--- config.mk ---
export PLATFORM = sky130hd
export DESIGN_NAME = sdx_kernel_addwm_example_wm_ctrl_flat
export DESIGN_NICKNAME = d
export VERILOG_FILES = /design/src/rtl/sdx_kernel_addwm_example_wm_ctrl_if.sv /design/src/rtl/sdx_kernel_addwm_example_wm_ctrl.sv /design/src/flat_wrapper.sv
export SDC_FILE = /design/constraint.sdc
export NUM_CORES = 1
export LEC_CHECK = 0
export BUFFER_PORTS_ARGS = -buffer_cell sky130_fd_sc_hd__clkbuf_2
export CAP_MARGIN = 20
export CELL_PAD_IN_SITES_DETAIL_PLACEMENT = 1
export CELL_PAD_IN_SITES_GLOBAL_PLACEMENT = 1
export CORE_MARGIN = 1.5
export CORE_UTILIZATION = 50
export CTS_BUF_LIST = sky130_fd_sc_hd__clkbuf_8
export CTS_CLUSTER_DIAMETER = 100
export DETAILED_ROUTE_END_ITERATION = 10
export GPL_ROUTABILITY_DRIVEN = 0
export PLACE_DENSITY = 0.95
export SLEW_MARGIN = 10
export SYNTH_ARGS = -nofsm -noshare
export SYNTH_HDL_FRONTEND = slang
export SYNTH_SLANG_ARGS = --single-unit
--- constraint.sdc ---
create_clock -name aclk -period 3.1 [get_ports aclk]
set_clock_uncertainty 0.1 [all_clocks]
set_input_delay 0.155 -clock aclk [delete_from_list [all_inputs] [get_ports aclk]]
set_output_delay 0.155 -clock aclk [all_outputs]
set_load 0.05 [all_outputs]
--- src/rtl/sdx_kernel_addwm_example_wm_ctrl_if.sv ---
// Control/status bundle between the AXI-Lite control slave, the run sequencer and the data movers.
// Latency: none, wires only.
// Backpressure: none; every beat/done signal is a pre-qualified single-cycle pulse.
//
// Ports grouped here:
//   ap_start/ap_idle/ap_done/ap_ready    run handshake with the control-register block
//   *_xfer_size_in_bytes, ctrl_timeout_cycles  run parameters, sampled at start
//   wm_rd_start/wm_rd_done/wm_beat        watermark reader
//   im_start/im_beat/out_beat/write_done  image read/write masters
//   wm_mismatch/im_mismatch/timeout       sticky per-run status
// slave  = sequencer side, master = control/data-mover side.
interface sdx_kernel_addwm_example_wm_ctrl_if #(
  parameter int C_XFER_SIZE_WIDTH = 32,
  parameter int C_TIMEOUT_WIDTH   = 24
);
  logic                         ap_start;
  logic                         ap_idle;
  logic                         ap_done;
  logic                         ap_ready;
  logic [C_XFER_SIZE_WIDTH-1:0] wm_xfer_size_in_bytes;
  logic [C_XFER_SIZE_WIDTH-1:0] im_xfer_size_in_bytes;
  logic [C_TIMEOUT_WIDTH-1:0]   ctrl_timeout_cycles;
  logic                         wm_rd_start;
  logic                         wm_rd_done;
  logic                         wm_beat;
  logic                         im_start;
  logic                         im_beat;
  logic                         out_beat;
  logic                         write_done;
  logic                         wm_mismatch;
  logic                         im_mismatch;
  logic                         timeout;

  modport slave (
    input  ap_start, wm_xfer_size_in_bytes, im_xfer_size_in_bytes, ctrl_timeout_cycles,
           wm_rd_done, wm_beat, im_beat, out_beat, write_done,
    output ap_idle, ap_done, ap_ready, wm_rd_start, im_start,
           wm_mismatch, im_mismatch, timeout
  );

  modport master (
    output ap_start, wm_xfer_size_in_bytes, im_xfer_size_in_bytes, ctrl_timeout_cycles,
           wm_rd_done, wm_beat, im_beat, out_beat, write_done,
    input  ap_idle, ap_done, ap_ready, wm_rd_start, im_start,
           wm_mismatch, im_mismatch, timeout
  );
endinterface

--- src/rtl/sdx_kernel_addwm_example_wm_ctrl.sv ---
// Two-phase run sequencer: watermark fetch, then image read/embed/write; beat audit and stall watchdog.
// Latency: ap_start -> wm_rd_start 1 cycle; done pulse -> next phase 2 cycles; zero-size run -> ap_done 1 cycle.
// Backpressure: none; a stalled phase is ended by the watchdog (if enabled) with the timeout flag set.
//
// Ports:
//   aclk    sole clock, rising edge
//   areset  synchronous active-high reset; aborts any run without ap_done
//   ctl     control/status bundle (slave view), see the interface file
module sdx_kernel_addwm_example_wm_ctrl #(
  parameter int C_XFER_SIZE_WIDTH  = 32,
  parameter int C_M_AXI_DATA_WIDTH = 512,
  parameter int C_TIMEOUT_WIDTH    = 24
) (
  input  logic                              aclk,
  input  logic                              areset,
  sdx_kernel_addwm_example_wm_ctrl_if.slave ctl
);
  localparam int          XW          = C_XFER_SIZE_WIDTH;
  localparam int          TW          = C_TIMEOUT_WIDTH;
  localparam int          LP_DW_BYTES = C_M_AXI_DATA_WIDTH / 8;
  localparam int          LP_DW_SHIFT = $clog2(LP_DW_BYTES);
  localparam logic [XW:0] LP_ROUND    = (XW+1)'(LP_DW_BYTES - 1);

  typedef enum logic [2:0] {
    S_IDLE,
    S_WM_START,
    S_WM_WAIT,
    S_IM_START,
    S_IM_WAIT,
    S_DONE
  } state_t;

  // Run parameters captured at start; expected counts carry one extra bit so that
  // an all-ones byte count still rounds up without wrapping.
  typedef struct packed {
    logic [XW:0]   wm_exp;
    logic [XW:0]   im_exp;
    logic [TW-1:0] tmo;
  } cfg_t;

  typedef struct packed {
    logic wm_mismatch;
    logic im_mismatch;
    logic timeout;
  } flags_t;

  state_t        state_q, state_d;
  cfg_t          cfg_q, cfg_d;
  flags_t        flags_q, flags_d;
  logic          wm_done_q, wm_done_d;
  logic          wr_done_q, wr_done_d;
  logic [XW-1:0] wm_cnt_q, wm_cnt_d;
  logic [XW-1:0] im_cnt_q, im_cnt_d;
  logic [XW-1:0] out_cnt_q, out_cnt_d;
  logic [TW-1:0] wd_q, wd_d;

  logic          busy;
  logic          in_wait;
  logic          any_beat;
  logic          wd_fire;
  logic [XW:0]   wm_exp_new;
  logic [XW:0]   im_exp_new;

  function automatic logic [XW-1:0] sat_inc(input logic [XW-1:0] v, input logic en);
    return (en && (v != '1)) ? v + 1'b1 : v;
  endfunction

  assign busy     = (state_q != S_IDLE);
  assign in_wait  = (state_q == S_WM_WAIT) || (state_q == S_IM_WAIT);
  assign any_beat = ctl.wm_beat || ctl.im_beat || ctl.out_beat;
  // Compared against the registered count, so the limit-th idle cycle after entry
  // (or after the last beat) ends the phase on the following edge.
  assign wd_fire  = in_wait && (cfg_q.tmo != '0) && (wd_q == cfg_q.tmo);

  assign wm_exp_new = ({1'b0, ctl.wm_xfer_size_in_bytes} + LP_ROUND) >> LP_DW_SHIFT;
  assign im_exp_new = ({1'b0, ctl.im_xfer_size_in_bytes} + LP_ROUND) >> LP_DW_SHIFT;

  always_comb begin
    state_d   = state_q;
    cfg_d     = cfg_q;
    flags_d   = flags_q;
    wm_done_d = wm_done_q;
    wr_done_d = wr_done_q;
    wm_cnt_d  = wm_cnt_q;
    im_cnt_d  = im_cnt_q;
    out_cnt_d = out_cnt_q;
    wd_d      = '0;

    // Done pulses are remembered from the start pulse onwards, so a mover that
    // finishes before its phase is waited on is still honoured.
    if (busy) begin
      wm_done_d = wm_done_q | ctl.wm_rd_done;
      wr_done_d = wr_done_q | ctl.write_done;
      wm_cnt_d  = sat_inc(wm_cnt_q, ctl.wm_beat);
      im_cnt_d  = sat_inc(im_cnt_q, ctl.im_beat);
      out_cnt_d = sat_inc(out_cnt_q, ctl.out_beat);
    end

    // Outside the wait states the watchdog sits at zero, which also clears it on entry.
    if (in_wait && !any_beat) begin
      wd_d = wd_q + 1'b1;
    end

    case (state_q)
      S_IDLE: begin
        if (ctl.ap_start) begin
          cfg_d.wm_exp = wm_exp_new;
          cfg_d.im_exp = im_exp_new;
          cfg_d.tmo    = ctl.ctrl_timeout_cycles;
          flags_d      = '0;
          wm_done_d    = 1'b0;
          wr_done_d    = 1'b0;
          wm_cnt_d     = '0;
          im_cnt_d     = '0;
          out_cnt_d    = '0;
          if (ctl.wm_xfer_size_in_bytes != '0) begin
            state_d = S_WM_START;
          end else if (ctl.im_xfer_size_in_bytes != '0) begin
            state_d = S_IM_START;
          end else begin
            state_d = S_DONE;
          end
        end
      end
      S_WM_START: state_d = S_WM_WAIT;
      S_WM_WAIT: begin
        // Timeout takes priority over a coincident done.
        if (wd_fire) begin
          flags_d.timeout = 1'b1;
          state_d         = S_DONE;
        end else if (wm_done_q) begin
          state_d = (cfg_q.im_exp != '0) ? S_IM_START : S_DONE;
        end
      end
      S_IM_START: state_d = S_IM_WAIT;
      S_IM_WAIT: begin
        if (wd_fire) begin
          flags_d.timeout = 1'b1;
          state_d         = S_DONE;
        end else if (wr_done_q) begin
          state_d = S_DONE;
        end
      end
      S_DONE: begin
        // Registered counts exclude beats arriving in this cycle.
        flags_d.wm_mismatch = ({1'b0, wm_cnt_q} != cfg_q.wm_exp);
        flags_d.im_mismatch = ({1'b0, im_cnt_q} != cfg_q.im_exp) ||
                              ({1'b0, out_cnt_q} != cfg_q.im_exp);
        state_d             = S_IDLE;
      end
      default: state_d = S_IDLE;
    endcase
  end

  always_ff @(posedge aclk) begin
    if (areset) begin
      state_q   <= S_IDLE;
      cfg_q     <= '0;
      flags_q   <= '0;
      wm_done_q <= 1'b0;
      wr_done_q <= 1'b0;
      wm_cnt_q  <= '0;
      im_cnt_q  <= '0;
      out_cnt_q <= '0;
      wd_q      <= '0;
    end else begin
      state_q   <= state_d;
      cfg_q     <= cfg_d;
      flags_q   <= flags_d;
      wm_done_q <= wm_done_d;
      wr_done_q <= wr_done_d;
      wm_cnt_q  <= wm_cnt_d;
      im_cnt_q  <= im_cnt_d;
      out_cnt_q <= out_cnt_d;
      wd_q      <= wd_d;
    end
  end

  assign ctl.ap_idle     = (state_q == S_IDLE);
  assign ctl.ap_done     = (state_q == S_DONE);
  assign ctl.ap_ready    = (state_q == S_DONE);
  assign ctl.wm_rd_start = (state_q == S_WM_START);
  assign ctl.im_start    = (state_q == S_IM_START);
  assign ctl.wm_mismatch = flags_q.wm_mismatch;
  assign ctl.im_mismatch = flags_q.im_mismatch;
  assign ctl.timeout     = flags_q.timeout;
endmodule

--- src/flat_wrapper.sv ---
// flat-port wrapper written by rule: the top's interface ports become plain ports
module sdx_kernel_addwm_example_wm_ctrl_flat 
#(
  parameter int C_XFER_SIZE_WIDTH  = 32,
  parameter int C_M_AXI_DATA_WIDTH = 512,
  parameter int C_TIMEOUT_WIDTH    = 24
)
  (aclk, areset, ctl_ap_start, ctl_wm_xfer_size_in_bytes, ctl_im_xfer_size_in_bytes, ctl_ctrl_timeout_cycles, ctl_wm_rd_done, ctl_wm_beat, ctl_im_beat, ctl_out_beat, ctl_write_done, ctl_ap_idle, ctl_ap_done, ctl_ap_ready, ctl_wm_rd_start, ctl_im_start, ctl_wm_mismatch, ctl_im_mismatch, ctl_timeout);
  sdx_kernel_addwm_example_wm_ctrl_if #(.C_XFER_SIZE_WIDTH(C_XFER_SIZE_WIDTH), .C_TIMEOUT_WIDTH(C_TIMEOUT_WIDTH)) ctl_i ();
  input  logic aclk;
  input  logic areset;
  input wire logic [$bits(ctl_i.ap_start)-1:0] ctl_ap_start;
  input wire logic [$bits(ctl_i.wm_xfer_size_in_bytes)-1:0] ctl_wm_xfer_size_in_bytes;
  input wire logic [$bits(ctl_i.im_xfer_size_in_bytes)-1:0] ctl_im_xfer_size_in_bytes;
  input wire logic [$bits(ctl_i.ctrl_timeout_cycles)-1:0] ctl_ctrl_timeout_cycles;
  input wire logic [$bits(ctl_i.wm_rd_done)-1:0] ctl_wm_rd_done;
  input wire logic [$bits(ctl_i.wm_beat)-1:0] ctl_wm_beat;
  input wire logic [$bits(ctl_i.im_beat)-1:0] ctl_im_beat;
  input wire logic [$bits(ctl_i.out_beat)-1:0] ctl_out_beat;
  input wire logic [$bits(ctl_i.write_done)-1:0] ctl_write_done;
  output wire logic [$bits(ctl_i.ap_idle)-1:0] ctl_ap_idle;
  output wire logic [$bits(ctl_i.ap_done)-1:0] ctl_ap_done;
  output wire logic [$bits(ctl_i.ap_ready)-1:0] ctl_ap_ready;
  output wire logic [$bits(ctl_i.wm_rd_start)-1:0] ctl_wm_rd_start;
  output wire logic [$bits(ctl_i.im_start)-1:0] ctl_im_start;
  output wire logic [$bits(ctl_i.wm_mismatch)-1:0] ctl_wm_mismatch;
  output wire logic [$bits(ctl_i.im_mismatch)-1:0] ctl_im_mismatch;
  output wire logic [$bits(ctl_i.timeout)-1:0] ctl_timeout;
  assign ctl_i.ap_start = ctl_ap_start;
  assign ctl_i.wm_xfer_size_in_bytes = ctl_wm_xfer_size_in_bytes;
  assign ctl_i.im_xfer_size_in_bytes = ctl_im_xfer_size_in_bytes;
  assign ctl_i.ctrl_timeout_cycles = ctl_ctrl_timeout_cycles;
  assign ctl_i.wm_rd_done = ctl_wm_rd_done;
  assign ctl_i.wm_beat = ctl_wm_beat;
  assign ctl_i.im_beat = ctl_im_beat;
  assign ctl_i.out_beat = ctl_out_beat;
  assign ctl_i.write_done = ctl_write_done;
  assign ctl_ap_idle = ctl_i.ap_idle;
  assign ctl_ap_done = ctl_i.ap_done;
  assign ctl_ap_ready = ctl_i.ap_ready;
  assign ctl_wm_rd_start = ctl_i.wm_rd_start;
  assign ctl_im_start = ctl_i.im_start;
  assign ctl_wm_mismatch = ctl_i.wm_mismatch;
  assign ctl_im_mismatch = ctl_i.im_mismatch;
  assign ctl_timeout = ctl_i.timeout;
  sdx_kernel_addwm_example_wm_ctrl #(.C_XFER_SIZE_WIDTH(C_XFER_SIZE_WIDTH), .C_M_AXI_DATA_WIDTH(C_M_AXI_DATA_WIDTH), .C_TIMEOUT_WIDTH(C_TIMEOUT_WIDTH)) u_core (.aclk(aclk), .areset(areset), .ctl(ctl_i));
endmodule
==> flow_summary.toml, run 1 <==
[status]
status = "stopped before the end"
stop_stage = "5_1_grt"
tool.error = "[ERROR GRT-0232] Routing congestion too high. Check the congestion heatmap in the GUI."

[floorplanning]
die_y_microns = 151.3
start_util = 0.5069
rows = 54
num_io_pins = 104
die_w_microns = 151.3

[clocking]
cts_resized = 0
cts_root_buf = "clkbuf_8"
htree_levels = 2
clk_path_buf_depth = 3
clkSinkCount = 206
numCtsBuffers = 37

[logic_synthesis]
ys.flop_type = "dfxtp_1"
synth_edf_count = 0
yosysTopAreaCell = "dfxtp_1"
yosys_warnings = 0
synth.cell_area_sq_um = 10990
async_reset_ff_frac = 0
synth-seq-cells = 206
syn_nets = 1456
synthCells = 1356
avgSynthCellArea_sq_um = 8.108
yosysUniqueCellTypes = 66
ys_seq_area_frac = 0.3751
synth.area.top_cells = "dfxtp_1 38%, xnor2_1 9.2%, xor2_1 7.3%"
synth_top_area_share = 0.3751

[sta]
worst-ep-kind = "sequential cell input"
worst_endpoint = "u_core.out_cnt_q[25]$_SDFF_PP0_/D"

[placement]
dp_hpwl_mm = 26.40
port_buffers = 103

[global_routing]
grt_overflow = 2
grtUsageTotal = 0.6336
grt_max_degree = 76
## through the flow
step,area (sq um),hold slack (ns),worst slack (ns),util,std cells
floorplan,10990,0.1910,0.7624,-,1356
global placement,11760,0.2789,0.4971,0.5422,1694
detailed placement,11770,0.2904,0.4618,0.5425,1695
CTS,13340,0.007115,0.02048,0.6150,1844
## synthesized netlist by cell type, types with 5 or more instances
library cell  number
dfxtp_1          206
nor2_1           183
nand2_1          128
xnor2_1          116
xor2_1            92
nand3_1           68
a21oi_1           58
nand4_1           58
clkbuf_1          55
nor3_1            49
nor4_1            47
a211oi_1          45
inv_1             30
and4_1            25
or3_1             23
and3_1            22
o21ai_0           18
and2_1            11
o31ai_1            8
nand2b_1           7
nor2b_1            7
a311oi_1           6
nand4b_1           6
nor3b_1            5
## cell families after synthesis
| kind of cell | after synthesis | share of synthesized area |
|---|---|---|
| muxes | 6 | 0.005918 |
| xor gates and xnor gates | 208 | 0.1657 |
| and+or+nand+nor | 657 | 0.3036 |
| buffers and inverters | 93 | 0.03255 |
| AOI/OAI and AO/OA | 182 | 0.1126 |
| adders and majority gates | 4 | 0.004552 |
| DFF | 206 | 0.3751 |
## per-layer routing
| metal | global-route usage | GRT overflow |
|---|---|---|
| met5 | 0.1295 | 0 |
| met4 | 0.6505 | 1 |
| met2 | 0.8239 | 1 |
| met3 | 0.4401 | 0 |
| met1 | 0.6323 | 0 |
## repair_timing
item	4_1_cts
hold endpoints to repair	83
setup endpoints to repair	0
hold buffers	84
setup buffers	0
==> inputs of run 2 (changes only) <==
--- a/config.mk
+++ b/config.mk
@@ -7,15 +7,11 @@
 export LEC_CHECK = 0
 export BUFFER_PORTS_ARGS = -buffer_cell sky130_fd_sc_hd__clkbuf_2
 export CAP_MARGIN = 20
-export CELL_PAD_IN_SITES_DETAIL_PLACEMENT = 1
-export CELL_PAD_IN_SITES_GLOBAL_PLACEMENT = 1
 export CORE_MARGIN = 1.5
-export CORE_UTILIZATION = 50
-export CTS_BUF_LIST = sky130_fd_sc_hd__clkbuf_8
-export CTS_CLUSTER_DIAMETER = 100
+export CORE_UTILIZATION = 40
 export DETAILED_ROUTE_END_ITERATION = 10
 export GPL_ROUTABILITY_DRIVEN = 0
-export PLACE_DENSITY = 0.95
+export PLACE_DENSITY_LB_ADDON = 0.15
 export SLEW_MARGIN = 10
 export SYNTH_ARGS = -nofsm -noshare
 export SYNTH_HDL_FRONTEND = slang
==> run 2 against run 1 <==
Net effect: the flow now finishes without violations; synthesized cell count unchanged; synthesized area unchanged.
==> flow_summary.toml, run 2 <==
[setup_path]
cp.required_ns = 3.36
cpPeakStageDelay_ns = 0.55
crit_fanout = 124
endpoint_kind = "register"
crit_type = "register to register"
arrival_ns = 3.15
crit_chain = "or3_1, inv_1, and2_4, buf_12, and4_1, dlygate4sd3_1, nor4_1"
cp_slowest_cell = "dlygate4sd3_1"
startpoint_type = "register"

[sta]
period_share = 0.9319
setup_tns_ns = 0
slew_headroom = 0.4085
whs_ns = 0.01260
max_freq_mhz = 346.1
fin_ws_ns = 0.2110
fin_crit_ns = 2.889
slew_violations = 0
finalHoldViolCount = 0
rsz0062_at_grt = "no"
setup_violations = 0
worst_pin_slew_ns = 0.8840

[floorplanning]
die_area_sq_um = 28490
start_util = 0.4079
die_w_microns = 168.8
fp.coreArea_sq_um = 26950
die_y_microns = 168.8
num_io_pins = 104
rows = 60

[cells_and_area]
multi_input_area_sq_um = 6528
n_fill_cell = 2574
regMostFlops = "u_core.cfg_q"
syn_to_final_growth_pct = 22.19
ff_latch_area_sq_um = 4124
final_cell_mix = "206 x dfxtp_1, 183 x nor2_1, 127 x nand2_1"
drive_gt1_frac = 0.1149
diodes = 0
largest_register_ffs = 78
fin_nets = 1625
final_common_cell = "dfxtp_1"

[logic_synthesis]
synth.cell_area_sq_um = 10990
yosysTopAreaCell = "dfxtp_1"
synth_edf_count = 0
yosys-top-cells-count = "206 x dfxtp_1, 183 x nor2_1, 128 x nand2_1"
synth_top_area_share = 0.3751
ys.flop_type = "dfxtp_1"
yosysMostFrequentCell = "dfxtp_1"
synthCells = 1356
avgSynthCellArea_sq_um = 8.108
yosys_warnings = 0
synth-seq-cells = 206
syn_nets = 1456
yosysUniqueCellTypes = 66
async_reset_ff_frac = 0
synth.area.top_cells = "dfxtp_1 38%, xnor2_1 9.2%, xor2_1 7.3%"
ys_seq_area_frac = 0.3751

[clocking]
numCtsBuffers = 23
clkSinkCount = 206
clkLatencyLatePin_ns = 0.52
cts.clk_slew.worst_paths_ns = 0.06
clk_path_buf_depth = 3
htree_levels = 1
cts_resized = 0
cts_tree = "done"
cts_root_buf = "clkbuf_16"

[global_routing]
grt_pass1_wl_mm = 50.65
grt_antenna_before_repair = 0
met2_usage = 0.3920
use_met1 = 0.2822
grtUsageTotal = 0.2203
grt_max_degree = 125
grt_pass1_vias = 9539
grtUsageMet3 = 0.02525
gr-max-usage-layer = "met2"
grt_overflow = 0

[pwr]
max-vdd-ir-drop_v = 0.0003651
p_per_area_nw_per_um2 = 481.9
leakage_nw = 4.745
total_power_mw = 6.474

[hold_path]
hold_class = "input port to register"

[routing]
vias = 10242
vias_per_cell = 5.442
detail-route-antenna-nets = 0
drcViolationCount = 0
drt_iter0_markers = 744
post_drt_wl_per_cell_microns = 16.84
drt_wl_total_mm = 31.70
drt-pass1-iter-count = 7

[placement]
dp_hpwl_mm = 22.73
port_buffers = 103
place_ws_ns = 0.4868

[flow_run]
maxCapViolCount = 0

[status]
status = "complete, no violations"
==> run 2: cell counts after synthesis <==
Identical to the previous run, type by type.
==> run 2: logic make-up after synthesis <==
family	after synthesis	synth area share
buffers and inverters	93	0.03255
DFF	206	0.3751
and+or+nand+nor	657	0.3036
AOI/OAI and AO/OA	182	0.1126
adders and majority gates	4	0.004552
xor gates and xnor gates	208	0.1657
muxes	6	0.005918
==> run 2: critical path, delay by kind of cell, from the launching register on <==
kind	cells	cell delay (ns)
AND/OR/NAND/NOR	4	0.98
flip-flops	1	0.43
buffers and inverters	3	1.17
==> run 2: routing by layer <==
layer / part of all wire / up-vias
met1: 0.45 / 4820
met4: 0.024 / 0
met3: 0.034 / 51
li1: - / 5179
met5: 0 / -
met2: 0.50 / 192
==> run 2: path summary, 6_finish.rpt <==
kind                                   from                             to  slack (ns)  depth (start not counted)
max          u_core.state_q[2]$_SDFFE_PP0P_  u_core.cfg_q[47]$_SDFFE_PP0P_        0.21                          7
min            ctl_im_xfer_size_in_bytes[9]  u_core.cfg_q[27]$_SDFFE_PP0P_        0.01                          3
max reg2reg  u_core.state_q[2]$_SDFFE_PP0P_  u_core.cfg_q[47]$_SDFFE_PP0P_        0.21                          7
min reg2reg   u_core.cfg_q[83]$_SDFFE_PP0P_  u_core.cfg_q[83]$_SDFFE_PP0P_        0.36                          2
==> run 2: metrics by stage <==
stage	instances	cell area, sq um	util
6_report	1882	13430	0.4985
5_1_grt	1882	13430	0.4985
4_1_cts	1882	13430	0.4982
3_5_place_dp	1757	11860	0.4402
3_3_place_gp	1757	11860	0.4402
2_1_floorplan	1356	10990	-
==> run 2: timing repair <==
action	4_1_cts	5_1_grt
endpoints found under the setup margin	0	0
hold buffers	84	0
buffers inserted	0	0
hold endpoints to repair	78	0
==> run 2: area by class of cell <==
cell class,instances,share of cell area
clock buffer,35,0.04918
clock inverter,6,0.004564
inverter,30,0.008382
multi-input combinational,1057,0.4859
sequential,206,0.3070
tap,341,0.03176
timing repair buffer,207,0.1133
==> run 2: power breakdown <==
part / switching (mW) / leakage (nW) / internal [mW] / total (mW)
clock network: 1.10 / 0.352 / 1.55 / 2.65
registers: 0.151 / 1.68 / 2.77 / 2.92
logic: 0.511 / 2.72 / 0.394 / 0.904
Power figures use the tool's default switching activity.
==> inputs of run 3 (changes only) <==
--- a/config.mk
+++ b/config.mk
@@ -6,12 +6,12 @@
 export NUM_CORES = 1
 export LEC_CHECK = 0
 export BUFFER_PORTS_ARGS = -buffer_cell sky130_fd_sc_hd__clkbuf_2
-export CAP_MARGIN = 20
 export CORE_MARGIN = 1.5
 export CORE_UTILIZATION = 40
 export DETAILED_ROUTE_END_ITERATION = 10
 export GPL_ROUTABILITY_DRIVEN = 0
 export PLACE_DENSITY_LB_ADDON = 0.15
+export RECOVER_POWER = 100
 export SLEW_MARGIN = 10
 export SYNTH_ARGS = -nofsm -noshare
 export SYNTH_HDL_FRONTEND = slang
==> run 3 against run 2 <==
Net effect: power about the same; sequential power about the same; highest routed layer unchanged; largest power group unchanged; worst setup slack better by 0.017 ns; hold slack worse by 0.0024 ns; via count up 0.82%; register-to-register slack better by 0.02 ns.
==> flow_summary.toml, run 3 (synthesis results as in run 2) <==
[status]
status = "complete, no violations"

[routing]
drt-pass1-iter-count = 5
detail-route-antenna-nets = 0
drcViolationCount = 0
drt_wl_total_mm = 31.70
post_drt_wl_per_cell_microns = 16.84
vias = 10326
drt_iter0_markers = 720
vias_per_cell = 5.487

[setup_path]
crit_chain = "or3_1, inv_1, and2_4, buf_12, and4_1, dlygate4sd3_1, nor4_1"
regToRegSetupSlack_ns = 0.23
crit_fanout = 124
startpoint_type = "register"
cp.required_ns = 3.37
crit_type = "register to register"
worstReg2RegStart = "u_core.state_q[2]$_SDFFE_PP0P_"
r2r-end = "u_core.cfg_q[47]$_SDFFE_PP0P_"
path_delay_family = "buffers and inverters"
cp_slowest_cell = "dlygate4sd3_1"
crit_buf_inv = 3
cpPeakStageDelay_ns = 0.55
endpoint_kind = "register"
arrival_ns = 3.14
reg2regPathDepth = 7

[placement]
placed_cell_area_sq_um = 11860
port_buffers = 103
dp_hpwl_mm = 22.73
dp_cells = 1757

[global_routing]
grt_overflow = 0
grt_antenna_before_repair = 0
grt_pass1_vias = 9539
grt_pass1_wl_mm = 50.65
grtUsageTotal = 0.2203
grt_max_degree = 125

[floorplanning]
die_w_microns = 168.8
rows = 60
die_area_sq_um = 28490
start_util = 0.4079
num_io_pins = 104
die_y_microns = 168.8
fp.coreArea_sq_um = 26950

[pwr]
p_sw_mw = 1.765
p_per_area_nw_per_um2 = 483.0
swShare = 0.2728
leakage_nw = 4.705
power_frac_clock = 0.410
power_frac_comb = 0.138
total_power_mw = 6.470
p_seq_frac = 0.451
p_int_mw = 4.705
max-vdd-ir-drop_v = 0.0003638

[cells_and_area]
final_cell_mix = "206 x dfxtp_1, 183 x nor2_1, 128 x nand2_1"
drive_gt1_frac = 0.1058
largest_register_ffs = 78
diodes = 0
final_cells = 1882
final_common_cell = "dfxtp_1"
syn_to_final_growth_pct = 21.84
fin_nets = 1625
regMostFlops = "u_core.cfg_q"
fin_area_sq_um = 13400

[sta]
worst_pin_slew_ns = 1.171
max_freq_mhz = 348.2
setup_tns_ns = 0
fin_crit_ns = 2.872
period_share = 0.9265
setup_violations = 0
rsz0062_at_grt = "no"
finalHoldViolCount = 0
slew_headroom = 0.2197
slew_violations = 0

[hold_path]
hp-start = "ctl_im_xfer_size_in_bytes[7]"
whs_path_depth = 3
hold_class = "input port to register"
hold_end = "u_core.cfg_q[25]$_SDFFE_PP0P_"

[clocking]
clkLatencyLatePin_ns = 0.52
numCtsBuffers = 23
cts_tree = "done"
cts_resized = 0
cts_root_buf = "clkbuf_16"
clkSinkCount = 206
clk_path_buf_depth = 3
htree_levels = 1
cts.clk_slew.worst_paths_ns = 0.06

[flow_run]
maxCapViolCount = 0
-- run 3: cell type report --
cell class                 instances  area (sq um)
clock buffer                      35         660.6
clock inverter                     6         61.31
fill                            2588         13560
inverter                          30         112.6
multi-input combinational       1057          6518
sequential                       206          4124
tap                              341         426.7
timing repair buffer             207          1493
-- run 3: repair_timing --
action | in CTS | in global routing
endpoints found under the hold margin | 78 | 0
buffers inserted | 0 | 0
hold buffers | 84 | 0
-- run 3: tightest hold or removal path, delay by kind of cell --
kind                   cells  cell delay [ns]
buffers and inverters      1             0.12
AO/OA/AOI/OAI              1             0.10
XOR/XNOR                   1             0.20
-- run 3: power groups by stage --
stage	sequential (mW)	combinational, mW	clock (mW)
after floorplan	2.92	0.558	0
after global placement	2.98	0.823	0
after detailed placement	2.98	0.825	0
after CTS	2.92	0.910	2.71
after global routing	2.93	0.996	2.81
final	2.92	0.895	2.65
-- run 3: how the worst max path moves through the flow --
stage                                    from  cells past startpoint                        endpoint
2_1_floorplan  u_core.state_q[0]$_SDFFE_PP0P_                      5  u_core.state_q[1]$_SDFFE_PP0P_
3_3_place_gp   u_core.im_cnt_q[16]$_SDFF_PP0_                      6  u_core.im_cnt_q[31]$_SDFF_PP0_
3_5_place_dp   u_core.im_cnt_q[16]$_SDFF_PP0_                      6  u_core.im_cnt_q[31]$_SDFF_PP0_
4_1_cts        u_core.state_q[2]$_SDFFE_PP0P_                      7   u_core.cfg_q[47]$_SDFFE_PP0P_
5_1_grt        u_core.state_q[2]$_SDFFE_PP0P_                      7   u_core.cfg_q[78]$_SDFFE_PP0P_
6_report       u_core.state_q[2]$_SDFFE_PP0P_                      7   u_core.cfg_q[47]$_SDFFE_PP0P_
-- run 3: routing by layer --
metal | GRT usage | vias up | part of all wire
li1 | - | 5185 | -
met1 | 0.2822 | 4861 | 0.44
met2 | 0.3920 | 230 | 0.50
met3 | 0.02525 | 50 | 0.037
met4 | 0.05745 | 0 | 0.023
met5 | 0 | - | 0
-- run 3: through the flow --
stage          hold WS (ns)  setup slack, ns    util
5_1_grt             0.01103          0.03216  0.4970
4_1_cts            0.001140           0.1869  0.4982
2_1_floorplan        0.1910           0.7624       -
3_3_place_gp         0.2773           0.5417  0.4402
6_report            0.01022           0.2278  0.4970
3_5_place_dp         0.2862           0.4868  0.4402
